`src/rtl/vx_perf_memsys_reader.sv`:
```
// Memory-system perf counter reader: snapshots 15 live counters into a shadow bank and serves 32-bit lo/hi reads.
// Optional: define VX_PERF_MEMSYS_DELTA_EN to make each snapshot hold the delta since the previous snapshot.
module vx_perf_memsys_reader #(
    parameter int PERF_CTR_BITS = 44,
    parameter int NUM_CTRS      = 15,
    parameter int DATA_WIDTH    = 32
) (
    input  logic                              clk,
    input  logic                              reset_n,
    input  logic [NUM_CTRS*PERF_CTR_BITS-1:0] ctr_in,
    input  logic                              snap,
    input  logic                              req_valid,
    output logic                              req_ready,
    input  logic [3:0]                        req_idx,
    input  logic                              req_hi,
    output logic                              rsp_valid,
    input  logic                              rsp_ready,
    output logic [DATA_WIDTH-1:0]             rsp_data,
    output logic                              rsp_err,
    output logic [15:0]                       snap_cnt
);

    localparam int HI_BITS = PERF_CTR_BITS - 32;

    typedef enum logic {
        IDLE,
        RESP
    } state_t;

    state_t state;
    state_t state_next;
    logic   accept;

    logic [PERF_CTR_BITS-1:0] live    [NUM_CTRS];
    logic [PERF_CTR_BITS-1:0] cap_val [NUM_CTRS];
    logic [PERF_CTR_BITS-1:0] shadow  [NUM_CTRS];

    logic [PERF_CTR_BITS-1:0] sel_val;
    logic [DATA_WIDTH-1:0]    rd_word;
    logic                     idx_ok;

    always_comb begin
        for (int i = 0; i < NUM_CTRS; i++) begin
            live[i] = ctr_in[i*PERF_CTR_BITS +: PERF_CTR_BITS];
        end
    end

`ifdef VX_PERF_MEMSYS_DELTA_EN
    logic [PERF_CTR_BITS-1:0] prev [NUM_CTRS];

    // Modular subtraction gives the correct delta even across a counter wrap.
    always_comb begin
        for (int i = 0; i < NUM_CTRS; i++) begin
            cap_val[i] = live[i] - prev[i];
        end
    end

    always_ff @(posedge clk or negedge reset_n) begin
        if (!reset_n) begin
            for (int i = 0; i < NUM_CTRS; i++) begin
                prev[i] <= '0;
            end
        end else if (snap) begin
            for (int i = 0; i < NUM_CTRS; i++) begin
                prev[i] <= live[i];
            end
        end
    end
`else
    always_comb begin
        for (int i = 0; i < NUM_CTRS; i++) begin
            cap_val[i] = live[i];
        end
    end
`endif

    always_ff @(posedge clk or negedge reset_n) begin
        if (!reset_n) begin
            for (int i = 0; i < NUM_CTRS; i++) begin
                shadow[i] <= '0;
            end
        end else if (snap) begin
            for (int i = 0; i < NUM_CTRS; i++) begin
                shadow[i] <= cap_val[i];
            end
        end
    end

    always_ff @(posedge clk or negedge reset_n) begin
        if (!reset_n) begin
            snap_cnt <= '0;
        end else if (snap) begin
            snap_cnt <= snap_cnt + 16'd1;
        end
    end

    always_ff @(posedge clk or negedge reset_n) begin
        if (!reset_n) begin
            state <= IDLE;
        end else begin
            state <= state_next;
        end
    end

    always_comb begin
        state_next = state;
        req_ready  = 1'b0;
        rsp_valid  = 1'b0;
        accept     = 1'b0;
        case (state)
            IDLE: begin
                req_ready = 1'b1;
                if (req_valid) begin
                    accept     = 1'b1;
                    state_next = RESP;
                end
            end
            RESP: begin
                rsp_valid = 1'b1;
                if (rsp_ready) begin
                    state_next = IDLE;
                end
            end
            default: state_next = IDLE;
        endcase
    end

    // A snap coinciding with the accept must return the value being captured, not the stale shadow.
    always_comb begin
        sel_val = '0;
        idx_ok  = 1'b0;
        for (int i = 0; i < NUM_CTRS; i++) begin
            if (req_idx == 4'(i)) begin
                idx_ok  = 1'b1;
                sel_val = snap ? cap_val[i] : shadow[i];
            end
        end
    end

    always_comb begin
        rd_word = '0;
        if (req_hi) begin
            rd_word[HI_BITS-1:0] = sel_val[PERF_CTR_BITS-1:32];
        end else begin
            rd_word[31:0] = sel_val[31:0];
        end
    end

    always_ff @(posedge clk or negedge reset_n) begin
        if (!reset_n) begin
            rsp_data <= '0;
            rsp_err  <= 1'b0;
        end else if (accept) begin
            rsp_data <= rd_word;
            rsp_err  <= ~idx_ok;
        end
    end

endmodule

```
`config.mk`:
```
export PLATFORM = sky130hd
export DESIGN_NAME = vx_perf_memsys_reader
export DESIGN_NICKNAME = d
export VERILOG_FILES = /design/src/rtl/vx_perf_memsys_reader.sv
export SDC_FILE = /design/constraint.sdc
export NUM_CORES = 1
export LEC_CHECK = 0
export BUFFER_PORTS_ARGS = -buffer_cell sky130_fd_sc_hd__buf_2
export CAP_MARGIN = 20
export CORE_AREA = 2 2 281 283
export DETAILED_ROUTE_END_ITERATION = 10
export DIE_AREA = 0 0 283 285
export GPL_TIMING_DRIVEN = 0
export PLACE_DENSITY_LB_ADDON = 0.12
export RECOVER_POWER = 50
export SETUP_SLACK_MARGIN = 0.4
export SYNTH_ARGS = -nofsm -noshare
export SYNTH_HDL_FRONTEND = slang
export SYNTH_SLANG_ARGS = --single-unit
```
`constraint.sdc`:
```
create_clock -name clk -period 2.2 [get_ports clk]
set_input_delay 0.44 -clock clk [delete_from_list [all_inputs] [get_ports clk]]
set_output_delay 0.44 -clock clk [all_outputs]
set_load 0.1 [all_outputs]
```
==> metrics.sh, run 1 <==
WORST_R2R_ENDPOINT='rsp_data[10]'
DIE_OUTLINE_WIDTH_UM=283
REG2REG_FROM='shadow[350]'
CTS.HOLD.BUFFERS_ADDED=1
CRITICAL_PATH.TOP_DELAY_FAMILY='compound AO/OA/AOI/OAI gates'
POWER_W=0.03643
FF2FF_SETUP_SLACK_NS=-0.76
CRIT_FANOUT=2
CHIPHEIGHT_UM=285
WORSTREGTOREGCELLS=6
FP.DIEAREA_UM2=80660
VIOLATIONS='max-capacitance violations, max-slew violations, negative setup slack'
CRIT_PATH_END_KIND='register'
FMAXACHIEVABLE_MHz=338.3
TIMING.CRITICAL_PATH.TO='rsp_data[10]'
GRT_START_MAX_NET_PINS=111
MAX-VDD-IR-DROP_V=0.0005411
CRIT_CELLS=6
NUM-NETS-FINAL=4059
FILLERS=6720
WL_PER_CELL_UM=35.44
SYNTHESIS.AREA_UM2=32060
CP.BUFFERS_INVERTERS=0
DRT-INITIAL-DRC-COUNT=2507
LAYOUT_MIN_CYCLE_TIME_NS=2.956
YS.WARNINGS.COUNT=0
CTS.HTREE.LEVELS=3
P_LEAK_nW=19.37
SYNTH-SEQ-AREA-SHARE=0.5541
CTS.CLK_SLEW.WORST_PATHS_NS=0.07
GP_CONGESTION=0.9455
STD_CELL_ROWS=103
FINAL.PERIOD_UTILIZATION=1.344
DRV.MAX_CAP_VIOLATION_COUNT=1
DR_VIAS=26770
BOUNDARYPINS=721
AREA_OF_THE_CORE_REGION_UM2=77970
TIMING_WORST_SETUP_PATH_TYPE='register to register'
POWERDENSITY_nW_PER_UM2=836.0
VIA_COUNT_OF_THE_FIRST_GLOBAL_ROUTING_PASS=27530
SLOWEST_STAGE='sky130_fd_sc_hd__a222oi_1'
CLOCKBUFFERDEPTH=3
ROUTED_WL_MM=160.5
RSZ0062_AT_GRT='true'
FINALSETUPVIOLCOUNT=125
HOLD_PATH_CLASS='primary input to register'
SYNTH-EDFF-COUNT=0
WORST_SETUP_PATH_START_KIND='register'
CLOCK_INSERTION_DELAY_WORST_SKEW_NS=0.64
INITIAL_ANTENNA_VIOLATION_COUNT=59
DRT-PASS1-ITER-COUNT=7
TRITONCTS_CLOCK_TREE='built'
HPWL_MM=121.0
POST_DRT_VIA_CELL_RATIO=5.910
CRITPATHARRIVALTIME_NS=3.42
MAXSLEWHEADROOM=-0.06762
ASYNC_RESET_FF_FRAC=1.000
CLOCK_TREE.ROOT_CELL='sky130_fd_sc_hd__clkbuf_16'
SLOWEST_CELL_DELAY_ON_CRITICAL_PATH_NS=0.87
HOLD_VIOL=0
CTS_INSERTED_BUFFERS=78
GRT_FIRST_PASS_WIRELENGTH_MM=216.7
SYNTH.AVG_CELL_AREA_UM2=13.02
SYNTHFLOPTYPE='sky130_fd_sc_hd__dfrtp_1'
DRC=0
TIMING_MAX_TRANSITION_VIOLATIONS_FINAL=108
PATH_CELLS='mux2_1 -> a22o_1 -> nor4b_4 -> nand4_1 -> a222oi_1 -> o211ai_1'
WORSTPATHREQUIRED_NS=2.67
FINAL_DESIGN_AREA_NO_FILL_UM2=43580
SYNTH.LIB_CELLS_USED.DISTINCT=87
LAYOUT-DRIVE-GT1-SHARE=0.5205
AREA_GROWTH_PCT=35.92
POST_SYNTHESIS_NET_COUNT=3134
FINALCLOCKSKEW_NS=0.02666
TIMING_STARTPOINT_OF_THE_CRITICAL_PATH='shadow[350]'
CTS_SINKS=710
GRT_UTIL_ALL_LAYERS=0.3886
MAX_SLEW.WORST_PIN.SLEW_NS=1.601
PLACEMENT.IO_BUFFERS=716
ANTENNA_VIOLATING_NETS_POST_ROUTE=0
FINALSETUPTNS_NS=-24.63
GLOBALROUTE.TOTALOVERFLOW=0
POST_DP_CELL_AREA_UM2=37860
SYNTH-SEQ-CELLS=710
SYNTHCELLS=2463
START_UTIL=0.4112
OUTCOME='finished, violations left'
FIN_WS_NS=-0.7562
[registers in the layout (all words and copies together) (netlist names)]
signal,cells
state,1
rsp_err,1
shadow,660
rsp_data,32
snap_cnt,16
[where the power goes]
group          switching, W  internal [W]  total (W)
combinational       0.00508       0.00303    0.00811
clock               0.00564       0.00773     0.0134
sequential         0.000504        0.0145     0.0150
[layer usage]
metal  vias up  GRT usage  wire [µm]  part of all wire
met5         -          0        221            0.0014
met1     13790     0.4844      60360              0.38
met4        34     0.2172      11000             0.069
met2      1578     0.6335      75130              0.47
met3       422    0.07960      13810             0.086
li1      10950          -          -                 -
[kinds of logic (layout without fill, tap and decap cells)]
group	Yosys count	in the layout	synth area share
other	0	35	0
AOI/OAI and AO/OA	443	443	0.09787
muxes	706	706	0.2500
and+or+nand+nor	384	384	0.06107
xor gates and xnor gates	15	15	0.004097
buffers and inverters	204	1186	0.03247
DFF	710	710	0.5541
adders and majority gates	1	1	0.0003902
[final cells by class]
class	instances	area, µm²	share of cell area
Inverter	18	70.07	0.001608
Antenna cell	35	87.58	0.002010
Tap cell	1050	1314	0.03015
Clock inverter	17	217.7	0.004996
Sequential cell	710	17780	0.4079
Multi-Input combinational cell	1549	14510	0.3329
Clock buffer	120	2321	0.05326
Timing Repair Buffer	845	5184	0.1189
Buffer	186	2102	0.04823
[placed cells by master (no fill, tap or decap), types with 9 or more instances in the layout]
cell type / instances
sky130_fd_sc_hd__dfrtp_1: 705
sky130_fd_sc_hd__buf_2: 670
sky130_fd_sc_hd__mux2_2: 456
sky130_fd_sc_hd__mux2_1: 174
sky130_fd_sc_hd__nand2_1: 174
sky130_fd_sc_hd__buf_4: 114
sky130_fd_sc_hd__clkbuf_16: 84
sky130_fd_sc_hd__o21ai_0: 81
sky130_fd_sc_hd__buf_6: 62
sky130_fd_sc_hd__a21oi_1: 53
sky130_fd_sc_hd__buf_12: 52
sky130_fd_sc_hd__clkbuf_1: 50
sky130_fd_sc_hd__nor2_1: 39
sky130_fd_sc_hd__diode_2: 35
sky130_fd_sc_hd__mux2i_1: 33
sky130_fd_sc_hd__a22oi_1: 31
sky130_fd_sc_hd__buf_8: 29
sky130_fd_sc_hd__clkbuf_8: 29
sky130_fd_sc_hd__mux2_4: 26
sky130_fd_sc_hd__clkbuf_2: 25
sky130_fd_sc_hd__clkbuf_4: 25
sky130_fd_sc_hd__a22oi_2: 24
sky130_fd_sc_hd__nand3_1: 22
sky130_fd_sc_hd__nand4_1: 21
sky130_fd_sc_hd__a22o_1: 21
sky130_fd_sc_hd__o211ai_1: 16
sky130_fd_sc_hd__inv_1: 14
sky130_fd_sc_hd__o22ai_1: 14
sky130_fd_sc_hd__a32o_1: 12
sky130_fd_sc_hd__xnor2_1: 11
sky130_fd_sc_hd__nand2b_1: 10
sky130_fd_sc_hd__and3_1: 10
sky130_fd_sc_hd__o21ai_1: 9
sky130_fd_sc_hd__a31oi_1: 9
sky130_fd_sc_hd__nand2_2: 9
sky130_fd_sc_hd__o21ai_2: 9
sky130_fd_sc_hd__nor3_1: 9
sky130_fd_sc_hd__a32oi_1: 9
[worst register-to-register path, delay by kind of cell, from the launching register on]
kind	cells	cell delay [ns]
compound gates	3	1.27
simple gates	2	0.86
flops	1	0.37
mux	1	0.31
[through the flow]
step | hold WS [ns] | util | instances | worst slack, ns
after floorplan | 0.1444 | - | 2463 | -0.09022
after global placement | 0.4590 | 0.4818 | 4229 | -16.78
after detailed placement | 0.4677 | 0.4856 | 4243 | -1.987
after CTS | -0.2104 | 0.5488 | 4439 | -0.7223
after global routing | 0.04410 | 0.5586 | 4519 | -0.7183
final | 0.04854 | 0.5589 | 4530 | -0.7562
[worst min-delay path by stage]
| stage | slack (ns) | start | cells past startpoint | to |
|---|---|---|---|---|
| final | 0.05 | ctr_in[146] | 2 | shadow[498] |
| after global routing | 0.04 | ctr_in[649] | 2 | shadow[33] |
| after CTS | -0.21 | reset_n | 1 | shadow[416] |
| after detailed placement | 0.47 | rsp_data[14] | 1 | rsp_data[14] |
| after global placement | 0.46 | snap_cnt[15] | 1 | snap_cnt[15] |
| after floorplan | 0.14 | reset_n | 0 | rsp_data[0] |
[Yosys cell counts (all sizes together) (10+ instances only)]
master | n | area (µm²)
dfrtp | 710 | 17770
mux2 | 656 | 7440
nand2 | 186 | 698.2
buf | 121 | 729.5
o21ai | 99 | 495.5
a21oi | 66 | 330.3
clkbuf | 65 | 244.0
a22oi | 55 | 412.9
nor2 | 48 | 182.7
mux2i | 44 | 440.4
nand3 | 34 | 170.2
a22o | 24 | 210.2
nand4 | 21 | 131.4
inv | 17 | 63.81
o211ai | 16 | 120.1
o22ai | 15 | 93.84
a32o | 14 | 140.1
a31oi | 13 | 81.33
a221oi | 12 | 111.4
a2bb2oi | 12 | 105.1
a32oi | 11 | 96.34
nand2b | 11 | 68.82
nor3 | 11 | 55.05
xnor2 | 11 | 96.34
and3 | 10 | 62.56
[what timing repair did]
| action | in CTS | in global routing |
|---|---|---|
| setup endpoints to repair | 193 | 134 |
| resized for setup | 476 | 133 |
| setup buffers | 57 | 53 |
| cloned | 1 | 3 |
| pin swaps | 71 | 84 |
| endpoints found under the hold margin | 105 | 104 |
(Power assumes the default switching activity.)
==> run 2, diff against run 1 <==
--- a/config.mk
+++ b/config.mk
@@ -5,11 +5,12 @@
 export SDC_FILE = /design/constraint.sdc
 export NUM_CORES = 1
 export LEC_CHECK = 0
+export ABC_AREA = 1
 export BUFFER_PORTS_ARGS = -buffer_cell sky130_fd_sc_hd__buf_2
-export CAP_MARGIN = 20
-export CORE_AREA = 2 2 281 283
+export CAP_MARGIN = 30
+export CORE_AREA = 2 2 279 281
 export DETAILED_ROUTE_END_ITERATION = 10
-export DIE_AREA = 0 0 283 285
+export DIE_AREA = 0 0 281 283
 export GPL_TIMING_DRIVEN = 0
 export PLACE_DENSITY_LB_ADDON = 0.12
 export RECOVER_POWER = 50
==> run 2 against run 1 <==
Net effect:
- the run ends with negative hold slack, negative setup slack left
- largest cell class unchanged
- wire length is 5.4% lower
- critical endpoint is now rsp_data[0]
- sequential power barely moved
- combinational power down 11%
- power shrank 2.4%
==> metrics.sh, run 2 <==
NETLIST_TOP_CELLS_AREA='sky130_fd_sc_hd__dfrtp_1 (56%), sky130_fd_sc_hd__nand2_1 (27%), sky130_fd_sc_hd__a21oi_1 (2.1%), sky130_fd_sc_hd__nand4_1 (2.0%), sky130_fd_sc_hd__buf_2 (1.9%)'
YOSYS.CELL_COUNT.TOP_TYPE='sky130_fd_sc_hd__nand2_1'
FP.DIEAREA_UM2=79520
WL_PER_CELL_UM=25.19
ASYNC_RESET_FF_FRAC=1.000
NETLIST_TOP_CELLS_COUNT='sky130_fd_sc_hd__nand2_1 (2283), sky130_fd_sc_hd__dfrtp_1 (710), sky130_fd_sc_hd__inv_1 (145)'
SYNTH.LIB_CELLS_USED.DISTINCT=37
RSZ0062_AT_GRT='true'
WORSTPATHREQUIRED_NS=2.72
DRT-PASS1-ITER-COUNT=5
DRV.MAX_CAP_VIOLATION_COUNT=0
STD_CELL_ROWS=102
SYNTHFLOPTYPE='sky130_fd_sc_hd__dfrtp_1'
WORST_HOLD_SLACK_NS=-0.2670
LAYOUT_MIN_CYCLE_TIME_NS=2.235
ROUTED_WL_MM=151.9
FINAL_STD_CELLS_W_O_FILL=6030
TIMING_MAX_TRANSITION_VIOLATIONS_FINAL=0
CRITPATHARRIVALTIME_NS=2.75
HOLD_PATH_CLASS='primary input to asynchronous set/reset pin'
DRT-INITIAL-DRC-COUNT=3162
POST_DP_CELL_AREA_UM2=37000
HPWL_MM=118.2
HOLD_VIOL=69
SYNTH.AVG_CELL_AREA_UM2=7.826
CTS_SINKS=710
NUM-NETS-FINAL=5596
DIE_OUTLINE_WIDTH_UM=281
FINALSETUPTNS_NS=-0.05194
GP_CONGESTION=0.9548
PLACEMENT.IO_BUFFERS=719
SYNTH-EDFF-COUNT=0
ANTENNA_VIOLATING_NETS_POST_ROUTE=0
CTS.CLK_SLEW.WORST_PATHS_NS=0.06
GRT_START_MAX_NET_PINS=116
SYNTH-SEQ-AREA-SHARE=0.5595
POWER_W=0.03557
FINALCLOCKSKEW_NS=0.01800
AREA_OF_THE_CORE_REGION_UM2=76700
CTS_INSERTED_BUFFERS=81
GRT_UTIL_ALL_LAYERS=0.3755
DR_VIAS=31650
VIOLATIONS='negative hold slack, negative setup slack'
CRIT_FANOUT=10
GRT_FIRST_PASS_WIRELENGTH_MM=212.3
DETAILROUTE.WIRELENGTH.MET3_MM=12.86
WORST_SETUP_PATH_START_KIND='primary input'
FINAL_COMMON_CELL='sky130_fd_sc_hd__nand2_1'
DRC=0
MAX_SLEW.WORST_PIN.SLEW_NS=1.089
CTS.HOLD.BUFFERS_ADDED=1
CLOCK_INSERTION_DELAY_WORST_SKEW_NS=0.64
YS.WARNINGS.COUNT=0
FIN_WS_NS=-0.03455
LARGEST_REGISTER='shadow'
FMAXACHIEVABLE_MHz=447.5
BOUNDARYPINS=721
REGISTERS_WITH_THE_MOST_FLIP_FLOPS='shadow (660), rsp_data (32), snap_cnt (16)'
SYNTH_TOP_CELL_AREA_SHARE=0.5595
FINAL_DESIGN_AREA_NO_FILL_UM2=42090
GLOBALROUTE.TOTALOVERFLOW=0
SYNTH.LARGEST_AREA_CELL='sky130_fd_sc_hd__dfrtp_1'
MET2WIRELENGTH_MM=69.19
NUMBER_OF_FLIP_FLOPS_IN_THE_LARGEST_REGISTER=660
FINAL.PERIOD_UTILIZATION=1.016
POST_DRT_VIA_CELL_RATIO=5.249
CRIT_PATH_END_KIND='register'
CHIPHEIGHT_UM=283
CLOCKBUFFERDEPTH=3
WL_MET1_MM=61.14
FINALSETUPVIOLCOUNT=3
P_LEAK_nW=22.64
VIA_COUNT_OF_THE_FIRST_GLOBAL_ROUTING_PASS=31050
POST-PLACE-CELLS=5825
SYNTHCELLS=4058
HIGHEST_LAYER='met5'
AREA_GROWTH_PCT=32.54
POST_SYNTHESIS_NET_COUNT=4729
SYNTHESIS.AREA_UM2=31760
OUTCOME='finished, violations left'
SYNTH-SEQ-CELLS=710
CLOCK_TREE.ROOT_CELL='sky130_fd_sc_hd__clkbuf_16'
MAX-VDD-IR-DROP_V=0.0007285
MAXSLEWHEADROOM=0.2737
INITIAL_ANTENNA_VIOLATION_COUNT=17
TRITONCTS_CLOCK_TREE='built'
FINAL_CELL_MIX='sky130_fd_sc_hd__nand2_1 (2194), sky130_fd_sc_hd__buf_2 (713), sky130_fd_sc_hd__dfrtp_1 (698)'
TIMING_WORST_SETUP_PATH_TYPE='primary input to register'
CTS.HTREE.LEVELS=3
POWERDENSITY_nW_PER_UM2=845.1
START_UTIL=0.4140
LAYOUT-DRIVE-GT1-SHARE=0.2806
-- run 2: kinds of logic (layout without fill, tap and decap cells) --
family | Yosys count | after routing | synth area share
AO/OA/AOI/OAI | 285 | 285 | 0.04704
XOR/XNOR | 11 | 11 | 0.003034
multiplexers | 11 | 11 | 0.003467
AND/OR/NAND/NOR | 2667 | 2667 | 0.3330
adder cells (fa/ha/maj) | 1 | 1 | 0.0003939
other | 0 | 12 | 0
buffers and inverters | 373 | 1293 | 0.05362
flip-flops | 710 | 710 | 0.5595
-- run 2: layout make-up --
type | instances | area (µm²)
fill | 7452 | 34610
sequential | 710 | 17790
multi-input combinational | 2975 | 13530
timing repair buffer | 784 | 4548
clock buffer | 118 | 2369
buffer | 219 | 1685
tap | 1040 | 1301
inverter | 154 | 628.1
clock inverter | 18 | 203.9
antenna | 12 | 30.03
-- run 2: worst paths after layout --
path | slack [ns] | depth (start not counted) | startpoint | end
min in group clk | 0.03 | 3 | ctr_in[635] | shadow[19]
max reg2reg | 0 | 12 | shadow[528] | rsp_data[0]
min reg2reg | 0.46 | 2 | shadow[29] | shadow[29]
min | -0.27 | 1 | reset_n | shadow[596]
max | -0.03 | 14 | snap | rsp_data[0]
max in group asynchronous | 0.36 | 3 | reset_n | shadow[288]
-- run 2: power by group --
part | internal, W | switching, W | leakage, nW | total (W)
registers | 0.0143 | 0.000455 | 8.58 | 0.0148
clock network | 0.00789 | 0.00565 | 1.27 | 0.0135
logic | 0.00212 | 0.00512 | 12.8 | 0.00724
-- run 2: worst max-delay path, cell delays in order --
cell	delay (ns)
sky130_fd_sc_hd__buf_16	0.13
sky130_fd_sc_hd__buf_6	0.17
sky130_fd_sc_hd__buf_6	0.16
sky130_fd_sc_hd__clkbuf_1	0.33
sky130_fd_sc_hd__nand2_1	0.15
sky130_fd_sc_hd__nand2_1	0.08
sky130_fd_sc_hd__nand2_1	0.07
sky130_fd_sc_hd__nand4_1	0.17
sky130_fd_sc_hd__nor2_1	0.18
sky130_fd_sc_hd__nand4_1	0.27
sky130_fd_sc_hd__nor2_1	0.16
sky130_fd_sc_hd__nand4_1	0.20
sky130_fd_sc_hd__nand2_2	0.14
sky130_fd_sc_hd__nand2_1	0.06
-- run 2: stage by stage --
stage          setup WS [ns]  utilization  hold WS, ns
5_1_grt             -0.03618       0.5486      -0.2109
3_3_place_gp          -17.77       0.4796       0.4466
3_5_place_dp          -1.349       0.4824       0.4334
6_report            -0.03455       0.5488      -0.2670
4_1_cts              0.04306       0.5397      -0.2335
2_1_floorplan         0.1248            -       0.1444
-- run 2: metal layers --
metal,vias up,track usage
li1,14400,-
met3,324,0.07232
met1,15390,0.4973
met4,8,0.1880
met2,1530,0.5884
met5,-,0
-- run 2: timing repair --
action	4_1_cts	5_1_grt
endpoints found under the hold margin	70	69
buffers inserted	36	19
gates resized for setup	466	217
pin swaps	174	231
endpoints found under the setup margin	125	39
gates cloned	0	1
